$ cat src/rtl/apb_mem_slave.sv
// APB completer with a small byte-wide register file, programmable wait states,
// an external stall input and pslverr on out-of-range addresses.
module apb_mem_slave #(
  parameter int ADDR_W      = 4,
  parameter int DATA_W      = 8,
  parameter int DEPTH       = 12,
  parameter int WAIT_CYCLES = 0
) (
  input  logic              clk,
  input  logic              rst,
  input  logic              psel,
  input  logic              penable,
  input  logic              pwrite,
  input  logic [ADDR_W-1:0] paddr,
  input  logic [DATA_W-1:0] pwdata,
  input  logic              s_wait,
  output logic [DATA_W-1:0] prdata,
  output logic              pready,
  output logic              pslverr
);

  localparam int CNT_W = 4;

  typedef enum logic [1:0] {
    ST_IDLE = 2'd0,
    ST_WAIT = 2'd1,
    ST_RESP = 2'd2
  } state_t;

  state_t              state_q;
  logic [CNT_W-1:0]    cnt_q;
  logic [ADDR_W-1:0]   addr_q;
  logic                write_q;
  logic [DATA_W-1:0]   wdata_q;
  logic [DATA_W-1:0]   prdata_q;
  logic                pready_q;
  logic                pslverr_q;
  logic [DATA_W-1:0]   mem_q [DEPTH];

  function automatic logic addr_valid(input logic [ADDR_W-1:0] a);
    return (int'(a) < DEPTH);
  endfunction

  always_ff @(posedge clk) begin
    if (rst) begin
      state_q   <= ST_IDLE;
      cnt_q     <= '0;
      addr_q    <= '0;
      write_q   <= 1'b0;
      wdata_q   <= '0;
      prdata_q  <= '0;
      pready_q  <= 1'b0;
      pslverr_q <= 1'b0;
      for (int i = 0; i < DEPTH; i++) begin
        mem_q[i] <= '0;
      end
    end else begin
      case (state_q)
        ST_IDLE: begin
          pready_q  <= 1'b0;
          pslverr_q <= 1'b0;
          // Only a genuine setup phase starts a transfer; a stray penable is ignored.
          if (psel && !penable) begin
            addr_q  <= paddr;
            write_q <= pwrite;
            wdata_q <= pwdata;
            cnt_q   <= CNT_W'(WAIT_CYCLES);
            state_q <= ST_WAIT;
          end
        end

        ST_WAIT: begin
          if (!psel) begin
            pslverr_q <= 1'b0;
            state_q   <= ST_IDLE;
          end else if (cnt_q != '0) begin
            cnt_q <= cnt_q - CNT_W'(1);
          end else if (s_wait) begin
            state_q <= ST_WAIT;
          end else begin
            pready_q <= 1'b1;
            state_q  <= ST_RESP;
            if (!addr_valid(addr_q)) begin
              prdata_q  <= '0;
              pslverr_q <= 1'b1;
            end else if (write_q) begin
              mem_q[addr_q] <= wdata_q;
              pslverr_q     <= 1'b0;
            end else begin
              prdata_q  <= mem_q[addr_q];
              pslverr_q <= 1'b0;
            end
          end
        end

        ST_RESP: begin
          pready_q  <= 1'b0;
          pslverr_q <= 1'b0;
          state_q   <= ST_IDLE;
        end

        default: begin
          pready_q  <= 1'b0;
          pslverr_q <= 1'b0;
          state_q   <= ST_IDLE;
        end
      endcase
    end
  end

  assign prdata  = prdata_q;
  assign pready  = pready_q;
  assign pslverr = pslverr_q;

endmodule

$ cat config.mk
export PLATFORM = sky130hd
export DESIGN_NAME = apb_mem_slave
export DESIGN_NICKNAME = d
export VERILOG_FILES = /design/src/rtl/apb_mem_slave.sv
export SDC_FILE = /design/constraint.sdc
export NUM_CORES = 1
export LEC_CHECK = 0
export ABC_AREA = 1
export BUFFER_PORTS_ARGS = -buffer_cell sky130_fd_sc_hd__buf_2
export CELL_PAD_IN_SITES_DETAIL_PLACEMENT = 1
export CELL_PAD_IN_SITES_GLOBAL_PLACEMENT = 2
export CORE_ASPECT_RATIO = 0.75
export CORE_MARGIN = 2
export CORE_UTILIZATION = 39
export DETAILED_ROUTE_END_ITERATION = 12
export GPL_TIMING_DRIVEN = 0
export PLACE_DENSITY = 0.86
export SLEW_MARGIN = 20
export SYNTH_ARGS = -nofsm -noshare
export SYNTH_HDL_FRONTEND = slang
export SYNTH_SLANG_ARGS = --single-unit
export TNS_END_PERCENT = 30
$ cat constraint.sdc
create_clock -name clk -period 2.4 [get_ports clk]
set_clock_uncertainty 0.1 [all_clocks]
set_input_delay 0 -clock clk [delete_from_list [all_inputs] [get_ports clk]]
set_output_delay 0 -clock clk [all_outputs]
set_load 0.02 [all_outputs]
Word level (Yosys, flattened, before mapping). Memories as Yosys holds them, arrays and structs flattened. A register that Yosys moved wholly into a read port is not among the register bits. Index checks and enable logic that the tools add are counted. W data, S select, Z words.

Input port bits: 18. Bits in registers: 29. Output and inout port bits: 10. Memories: 1. Logic and storage cells: 62. Bits in writable memories: 96.

Memory list: mem_q (depth 12, width 8, rd ports 1, clocked after Yosys merged registers in 1, wr ports 12, RTL line 38) `logic [DATA_W-1:0] mem_q [DEPTH];`.

Mux-type cells: 27. Add/sub/neg operators: 1. Bitwise operators: 4. Equality and inequality tests: 6. Reductions and logical operators: 14. Order comparisons: 1.

Operator list (count): $mux W4 (6); $mux W8 (3); $mux W1 (12); $mux W2 (4); $ne A2 B2 Y1 const B (4); $pmux W4 S2 (1); $reduce_or A8 Y1 (1); $reduce_and A2 Y1 (3); $reduce_and A5 Y1 (1); $lt A4 B4 Y1 const B (1); $not A1 Y1 (4); $pmux W2 S2 (1); $reduce_and A4 Y1 (1); $reduce_bool A4 Y1 (1); $sub A4 B1 Y4 const B (1); $ne A3 B3 Y1 const B (1); $reduce_and A3 Y1 (1); $reduce_or A3 Y1 (1); $eq A2 B1 Y1 const B (1); $logic_not A2 Y1 (1); $reduce_bool A2 Y1 (1); $reduce_or A2 Y1 (1); $logic_and A1 B1 Y1 (1); $logic_not A1 Y1 (1).

Depth between registers and ports, before layout. Gate-level depths: netlist (run 1).

Depth in word-level cells: 10. Gate-level depth with buffers: 10. Gate-level depth less buffers: 10.

Worst setup path before layout (run 1). No wires, ideal clock.

Path kind: register to register. From: register cnt_q[0]. To: memory mem_q[9][0], enable pin. Library setup time: 0.329 ns. Path buffers: 0. Data arrival time: 1.682 ns. Period minus slack after synthesis: 2.111 ns. Path slack: 0.289 ns. Stages on the path, launching flop included: 11. Required time: 1.971 ns. Cells stage by stage: dfxtp_1 -> inv_1 -> ha_1 -> nand3_2 -> nor2_2 -> inv_1 -> nor2_4 -> nand3_2 -> nor2_4 -> nand2_4 -> nand2_1.

RTL lines: start: declaration (RTL line 31) `logic [CNT_W-1:0] cnt_q;`; start signal: assignment (RTL line 67) `cnt_q <= CNT_W'(WAIT_CYCLES);`; start signal: assignment (RTL line 77) `cnt_q <= cnt_q - CNT_W'(1);`; end: declaration (RTL line 38).

==> impl_results.md, run 1 <==
- Clock latency on the worst-skew pair: 0.45 ns
- Placed cells: 1109
- #FFs+latches synth: 161
- Vias/cell: 4.97
- Design area: 8780 um^2
- Estimated wirelength of the detail-placed design: 15900 um
- Grt ovf: 0
- Top-area cell type share of the netlist area: 0.528
- Die Area: 19800 um^2
- Synth-to-layout area growth: 20.6%
- Setup tns final: 0 ns
- CTS Buf Count: 17
- # DRC: 0
- Simple logic cell fraction of the synthesized area: 0.267
- Final number of setup-violating endpoints: 0
- Clock sinks: 161
- Syn Inst Count: 804
- Vias in the first global route: 5674
- Max Freq: 438 MHz
- Hold WS: 0.197 ns
- Via count: 5774
- VDD IR max: 0.000396 V
- Synth area leader: edfxtp_1
- Top_reg_cell synth: edfxtp_1
- Initial core utilization: 0.396
- # IOs: 28
- FF/Latch Area: 4500 um^2
- PwrDens: 765 nW/um^2
- Hold WC Path Type: primary input to flip-flop
- RSZ-0062 raised after global routing: false
- Core area: 18400 um^2
- Antenna violations before repair: 0
- Die H: 122 um
- Drt first pass iters: 5
- FILL cells: 2134
- GRT Total Usage: 0.237
- # diodes: 0
- Nets: 921
- Setup crit end kind: flip-flop
- Initial DRC Count: 718
- Placed cell area: 7840 um^2
- Row count: 43
- Root Driver: clkbuf_16
- Cell Area, Synth: 7280 um^2
- Largest family of logic cells by synthesized area: simple AND/OR/NAND/NOR gates
- CTS Buffer Depth: 2
- Top cells by area, synth: edfxtp_1, nand2_1, dfxtp_1
- Adder-cell share of the synthesized area: 0.00172
- Drt wl/cell: 19.6 um
- Die X: 162 um
- Largest net degree at the start of global routing: 18
- IO Port Bufs: 27
- YS warnings: 0
- Final RePlAce weighted congestion: 0.879
- Max-cap violations: 0
- Fin cells: 1162
- Final core occ: 0.477
- Final Critical Period: 2.28 ns
- CTS H-tree depth: 4
- Post-Synth XOR/XNOR Area: 0.00120
- Critical path fanouts, max: 9
- EDFF count, synth: 128
- Worst Tran Pin Value: 1.39 ns
- Layout cells sized above 1: 0.126
- Sequential area share after synthesis: 0.619
- TritonCTS clock tree: yes
- Slew Viols, Final: 0
- Global-route wire length before repair: 33600 um
- Synth async-reset ratio: 0
- Clock slew at reported path FFs: 0.07 ns
- Final ANT Viol Nets: 0
- Mux share of post-synthesis cell area: 0
- Syn_area_per_cell: 9.06 um^2
- Pleak: 3.79 nW
- Status: finished clean
- WP data required: 2.44 ns
- Hold Violations, Final: 0
- Startpoint Class: flip-flop
- Crit path kind: flip-flop to flip-flop
- Critical path arrival: 2.32 ns
- Fin crit share: 0.950
- Slew margin rel.: 0.0703
- Synth cell types: 26
- Final wirelength: 22800 um
- Synth Area in Compound Gates: 0.0277
- Area of the multi-input gates: 2420 um^2
[registers in the layout, summed over array words and instances (netlist names), named ones only]
register  cells
state_q       2
cnt_q         4
wdata_q       8
prdata        8
write_q       1
pslverr       1
mem_q       128
pready        1
addr_q        4
[cells by family (layout without fill, tap and decap cells)]
family,Yosys count,after routing
AOI/OAI and AO/OA,39,39
xor gates and xnor gates,1,1
adders and majority gates,1,1
buffers and inverters,160,240
DFF,161,161
other,1,32
and+or+nand+nor,441,441
[cells in the mapped netlist (3+ instances only)]
cell type / n
nor2_4: 4
nand3_1: 98
inv_2: 3
inv_1: 118
buf_1: 3
dfxtp_1: 33
edfxtp_1: 128
nand2_4: 9
a21oi_1: 23
nor2_1: 106
nor2_2: 7
nand2_2: 4
o21ai_0: 14
nand2_1: 207
clkbuf_1: 30
nand3_2: 3
buf_2: 5
[path summary, 6_finish.rpt]
kind | slack, ns | end | cells past startpoint | from
hold reg to reg | 0.37 | prdata[0] | 2 | prdata[0]
hold / removal | 0.20 | wdata_q[7] | 5 | penable
setup / recovery | 0.12 | mem_q[9][7] | 11 | cnt_q[0]
setup reg to reg | 0.12 | mem_q[9][7] | 11 | cnt_q[0]
[final cells by class]
cell class,instances,area share
plain buffers,38,0.0171
well taps,247,0.0352
repair buffers,48,0.0382
clock inverters,14,0.0184
multi-input cells,514,0.276
inverters,122,0.0522
clock buffers,18,0.0500
flip-flops and latches,161,0.513
[stage by stage]
step           power, mW  setup slack (ns)
2_1_floorplan       3.61             0.289
3_3_place_gp        3.85            -0.170
3_5_place_dp        3.87            -0.196
4_1_cts             6.67           -0.0270
5_1_grt             6.88           0.00659
6_report            6.71             0.119
[power breakdown]
group	internal (mW)	switching, mW
clock network	1.52	1.33
registers	3.13	0.0591
logic	0.179	0.494
[critical path, cell delays in order (launching register included)]
cell and delay [ns]:
dfxtp_1 0.32, inv_1 0.09, ha_2 0.21, nand3_2 0.12, nor2_4 0.12, inv_1 0.10, nor2_4 0.15, nand3_2 0.15
nor2_4 0.15, buf_4 0.17, nand2_8 0.11, nand2_8 0.16
[what timing repair did]
action                                  in CTS  in global routing
endpoints found under the setup margin      96                100
hold endpoints to repair                    21                  0
pin swaps                                    0                  3
resized for setup                           15                 18
setup buffers                                0                  4
hold buffers                                17                  0
[placed cells by master (no fill, tap or decap), types with 20 or more instances in the layout]
cell	netlist	routed
inv_1	118	118
edfxtp_1	128	128
clkbuf_1	30	29
nand2_4	9	20
nand3_1	98	98
nor2_1	106	106
dfxtp_1	33	33
conb_1	1	32
nand2_1	207	195
buf_2	5	32
a21oi_1	23	23
[per-layer routing]
layer  vias to the layer above  routed length (um)  track usage
met5                         -                   0            0
met4                         0                 348       0.0802
met3                        25                1610       0.0436
met2                       196               10500        0.381
met1                      2829               10300        0.327
li1                       2724                   -            -
No activity file was read; power rests on OpenSTA's default activity.
==> run 2: changes to the inputs <==
CAP_MARGIN = 20   (was unset)
REMOVE_ABC_BUFFERS = 1   (was unset)
==> impl_results.md, run 2 (same netlist as run 1, synthesis figures left out) <==
- FILL cells: 2135 (+0.047%)
- Antenna violations before repair: 0 (unchanged)
- Largest net degree at the start of global routing: 65 (+47)
- Clock sinks: 161 (unchanged)
- Design area: 8620 um^2 (-1.8%)
- Placed cell area: 7700 um^2 (-1.8%)
- Clock slew at reported path FFs: 0.06 ns (about the same)
- CTS H-tree depth: 4 (unchanged)
- Initial DRC Count: 388 (-46%)
- Drt wl/cell: 17.8 um (-9.5%)
- Slew Viols, Final: 0 (unchanged)
- Biggest register: mem_q
- PwrDens: 734 nW/um^2 (-4.1%)
- Estimated wirelength of the detail-placed design: 12500 um (-22%)
- Global-route wire length before repair: 31300 um (-6.7%)
- Drt first pass iters: 6 (+1)
- Die Area: 19800 um^2 (unchanged)
- Area of the multi-input gates: 2450 um^2 (+1.4%)
- # DRC: 0 (unchanged)
- Critical path arrival: 2.39 ns (+0.07 ns)
- # diodes: 0 (unchanged)
- Final RePlAce weighted congestion: 0.830 (-5.5%)
- Vias in the first global route: 5706 (+0.56%)
- Most frequent cells in the layout: nand2_1, edfxtp_1, inv_1, nor2_1, nand3_1
- # IOs: 28 (unchanged)
- VDD IR max: 0.000506 V (+28%)
- Hold WC Path Type: primary input to flip-flop
- Grt ovf: 0 (unchanged)
- Via count: 5476 (-5.2%)
- Commonest non-fill, non-tap cell in the layout: nand2_1
- Final Power: 6.33 mW (-5.8%)
- Critical path fanouts, max: 9 (unchanged)
- CTS Buffer Depth: 2 (unchanged)
- Core area: 18400 um^2 (unchanged)
- R2R setup slack: 0.04 ns (-0.08 ns)
- TritonCTS clock tree: yes
- RSZ-0062 raised after global routing: true
- Synth-to-layout area growth: 18.4%
- Worst hold stages: 4 (-1)
- RR Endpoint: mem_q[10][0]
- Status: finished clean
- Pleak: 3.66 nW (-3.3%)
- Final number of setup-violating endpoints: 0 (unchanged)
- Startpoint Class: flip-flop
- CTS Buf Count: 17 (unchanged)
- WP data required: 2.43 ns (about the same)
- Layout cells sized above 1: 0.128 (+0.00203)
- Die H: 122 um (unchanged)
- Vias/cell: 4.87 (-2.0%)
- Nets: 884 (-4.0%)
- Final Critical Period: 2.36 ns (+0.0779 ns)
- Root Driver: clkbuf_16
- Setup crit end kind: flip-flop
- Final ANT Viol Nets: 0 (unchanged)
- Max-cap violations: 0 (unchanged)
- Hold Violations, Final: 0 (unchanged)
- Die X: 162 um (unchanged)
- Initial core utilization: 0.396 (unchanged)
- Max reg flops: 128 (unchanged)
- Crit path kind: flip-flop to flip-flop
- Hold EP: wdata_q[7]
- IO Port Bufs: 27 (unchanged)
- GRT Total Usage: 0.214 (-0.0234)
- Worst Tran Pin Value: 1.01 ns (-0.383 ns)
- Row count: 43 (unchanged)
- FF/Latch Area: 4510 um^2 (+0.19%)
- Reg-to-reg critical path startpoint: cnt_q[0]
- Worst Reg-to-Reg Cells: 10 (-1)
- Max Freq: 424 MHz (-3.3%)
- Final wirelength: 20000 um (-12%)
- Fin crit share: 0.983 (+0.0325)
- Clock latency on the worst-skew pair: 0.43 ns (-0.02 ns)
- Hold path start: penable
- Slew margin rel.: 0.323 (+0.253)
-- run 2: through the flow --
| stage | instances | setup WS (ns) | util | hold WS (ns) | setup TNS, ns |
|---|---|---|---|---|---|
| floorplan | 797 | -0.403 | - | -0.0309 | -3.05 |
| global placement | 1071 | -2.10 | 0.418 | 0.170 | -46.85 |
| CTS | 1120 | -0.0765 | 0.460 | 0.252 | -2.95 |
| finish | 1124 | 0.0410 | 0.469 | 0.266 | 0 |
| global route | 1124 | -0.0508 | 0.469 | 0.326 | -1.72 |
| detailed placement | 1071 | -0.468 | 0.419 | 0.194 | -39.71 |
-- run 2: where the power goes --
group / internal [mW] / total, mW / switching, mW
Clock: 1.41 / 2.52 / 1.11
Combinational: 0.167 / 0.586 / 0.419
Sequential: 3.13 / 3.22 / 0.0918
-- run 2: worst max path at each step --
| stage | from | endpoint | slack, ns | cells after the start |
|---|---|---|---|---|
| finish | cnt_q[0] | mem_q[10][0] | 0.04 | 10 |
| global route | cnt_q[0] | mem_q[2][6] | -0.05 | 10 |
| CTS | cnt_q[0] | mem_q[8][4] | -0.08 | 10 |
| detailed placement | rst | mem_q[8][2] | -0.47 | 8 |
| global placement | flip-flop | prdata[1] | -2.10 | 8 |
| floorplan | flip-flop | prdata[6] | -0.40 | 8 |
-- run 2: worst max-delay path, cell delays in order (launching register included) --
cell,delay [ns]
dfxtp_1,0.33
inv_1,0.11
ha_2,0.22
nand3_2,0.13
nor2_4,0.14
inv_1,0.12
nor2_4,0.14
nand3b_2,0.15
nor2_4,0.28
nand2_8,0.15
nand2_8,0.18
-- run 2: layer usage --
layer	wire [um]	GRT usage	vias to the layer above
li1	-	-	2651
met5	0	0	-
met2	9620	0.358	91
met3	803	0.0412	19
met4	197	0.0575	0
met1	9360	0.287	2715
-- run 2: layout make-up --
type	count	share of cell area
clock buffer	19	0.0502
clock inverter	12	0.0107
inverter	122	0.0540
multi-input combinational	514	0.285
sequential	161	0.523
tap	247	0.0358
timing repair buffer	49	0.0412
-- run 2: repair_timing --
item | CTS | global route
pin swaps | 0 | 5
hold buffers | 17 | 0
endpoints found under the hold margin | 29 | 0
setup endpoints to repair | 104 | 117
resized for setup | 18 | 22
setup buffers | 1 | 4
==> run 3: changes to the inputs <==
CORE_UTILIZATION = 25   (was 39)
PLACE_DENSITY = 0.62   (was 0.86)
==> impl_results.md, run 3 (same netlist as run 1, synthesis figures left out) <==
- GRT Total Usage: 0.143 (-0.0704)
- Root Driver: clkbuf_16
- Setup tns final: 0 ns (unchanged)
- Final RePlAce weighted congestion: 0.721 (-13%)
- Final Power: 6.65 mW (+5.1%)
- Sw Ratio: 0.248 (-0.00880)
- Slew Viols, Final: 0 (unchanged)
- Final Critical Period: 2.24 ns (-0.115 ns)
- Grt ovf: 0 (unchanged)
- CTS Buf Count: 17 (unchanged)
- R2R setup slack: 0.16 ns (+0.11 ns)
- Via count: 5465 (-0.20%)
- Max-cap violations: 0 (unchanged)
- Vias in the first global route: 5263 (-7.8%)
- # diodes: 0 (unchanged)
- # IOs: 28 (unchanged)
- Hold Violations, Final: 0 (unchanged)
- Slew margin rel.: 0.243 (-0.0800)
- CTS Buffer Depth: 2 (unchanged)
- Worst Reg-to-Reg Cells: 10 (unchanged)
- Status: finished clean
- WP data required: 2.41 ns (-0.02 ns)
- Die X: 201 um (+24%)
- NetSw: 1.65 mW (+1.5%)
- Estimated wirelength of the detail-placed design: 13300 um (+6.0%)
- # DRC: 0 (unchanged)
- Commonest non-fill, non-tap cell in the layout: nand2_1
- Reg-to-reg critical path startpoint: cnt_q[1]
- Setup crit end kind: flip-flop
- Initial DRC Count: 284 (-27%)
- Design area: 9210 um^2 (+6.8%)
- VDD IR max: 0.000496 V (-2.0%)
- Drt first pass iters: 5 (-1)
- Core area: 28900 um^2 (+57%)
- Global-route wire length before repair: 31600 um (+0.88%)
- Die H: 152 um (+24%)
- Nets: 905 (+2.4%)
- Most frequent cells in the layout: nand2_1, edfxtp_1, inv_1, nor2_1, nand3_1
- Final number of setup-violating endpoints: 0 (unchanged)
- Final ANT Viol Nets: 0 (unchanged)
- Fin crit share: 0.935 (-0.0479)
- Vias/cell: 4.23 (-13%)
- Crit path from: cnt_q[1]
- Crit path kind: flip-flop to flip-flop
- Max reg flops: 128 (unchanged)
- Layout cells sized above 1: 0.151 (+0.0236)
- Critical path fanouts, max: 8 (-1)
- Worst Tran Pin Value: 1.13 ns (+0.122 ns)
- Final core occ: 0.319 (-0.149)
- Initial core utilization: 0.252 (-0.143)
- CTS H-tree depth: 4 (unchanged)
- Final wirelength: 21300 um (+6.8%)
- Biggest register: mem_q
- PwrDens: 722 nW/um^2 (-1.6%)
- Drt wl/cell: 16.5 um (-7.0%)
- RR Endpoint: mem_q[6][6]
- Die Area: 30500 um^2 (+54%)
- TritonCTS clock tree: yes
- Hold WC Path Type: primary input to flip-flop
- Largest net degree at the start of global routing: 65 (unchanged)
- Placed cell area: 7950 um^2 (+3.2%)
- Reg power frac: 0.482 (-0.028)
- Power share of the clock group: 0.422 (+0.024)
- Gate power share: 0.096 (+0.003)
- Critical path arrival: 2.26 ns (-0.13 ns)
- Startpoint Class: flip-flop
- Clock sinks: 161 (unchanged)
- Row count: 54 (+26%)
- IO Port Bufs: 27 (unchanged)
- RSZ-0062 raised after global routing: false
- Antenna violations before repair: 0 (unchanged)
- Max Freq: 446 MHz (+5.1%)
- Pleak: 3.85 nW (+5.2%)
- Clock latency on the worst-skew pair: 0.43 ns (about the same)
- Clock slew at reported path FFs: 0.07 ns (about the same)
- CP Capture Point: mem_q[6][6]
- Synth-to-layout area growth: 26.5%
- Internal power: 5.00 mW (+6.3%)
run 3: timing repair:
action | CTS | global route
endpoints found under the setup margin | 104 | 99
setup buffers | 0 | 22
hold buffers | 17 | 0
endpoints found under the hold margin | 29 | 0
pin swaps | 0 | 9
gates resized for setup | 18 | 35
cloned | 0 | 1
run 3: how the worst min path moves through the flow:
stage / slack, ns / to / start / cells past startpoint
floorplan: -0.03 / prdata[0] / rst / 1
global placement: 0.17 / write_q / pwrite / 3
detailed placement: 0.17 / write_q / pwrite / 3
CTS: 0.26 / write_q / pwrite / 4
global route: 0.34 / write_q / pwrite / 4
finish: 0.27 / write_q / pwrite / 4
run 3: worst max-delay path, cell delays in order, from the launching register on:
cell,delay [ns]
dfxtp_1,0.33
inv_1,0.09
ha_4,0.16
nand3_4,0.09
nor2_4,0.12
inv_1,0.09
nor2_4,0.21
nand3b_4,0.14
nor2_4,0.27
nand2_4,0.16
nand2_8,0.16
run 3: final cells by class:
type,instances,area (um^2)
fill,3323,19600
tap,392,490
clock inverter,8,98.8
timing repair buffer,69,563
inverter,122,467
multi-input combinational,515,2580
clock buffer,24,503
sequential,161,4510
run 3: metal layers:
metal / track usage / vias to the layer above / part of all wire
li1: - / 2691 / -
met4: 0.0378 / 0 / 0.0073
met3: 0.0237 / 11 / 0.024
met2: 0.227 / 56 / 0.45
met1: 0.203 / 2707 / 0.52
met5: 0 / - / 0
run 3: power groups by stage:
stage / clock, mW / combinational (mW) / sequential, mW
after floorplan: 0 / 0.335 / 3.25
after global placement: 0 / 0.527 / 3.30
after detailed placement: 0 / 0.572 / 3.27
after CTS: 2.87 / 0.601 / 3.21
after global routing: 2.98 / 0.717 / 3.22
final: 2.81 / 0.636 / 3.21
run 3: through the flow:
step | setup WS (ns) | hold WS (ns) | cells
2_1_floorplan | -0.403 | -0.0309 | 797
3_3_place_gp | -2.78 | 0.167 | 1216
3_5_place_dp | -0.313 | 0.166 | 1219
4_1_cts | -0.0822 | 0.260 | 1268
5_1_grt | 0.00506 | 0.339 | 1291
6_report | 0.156 | 0.271 | 1291
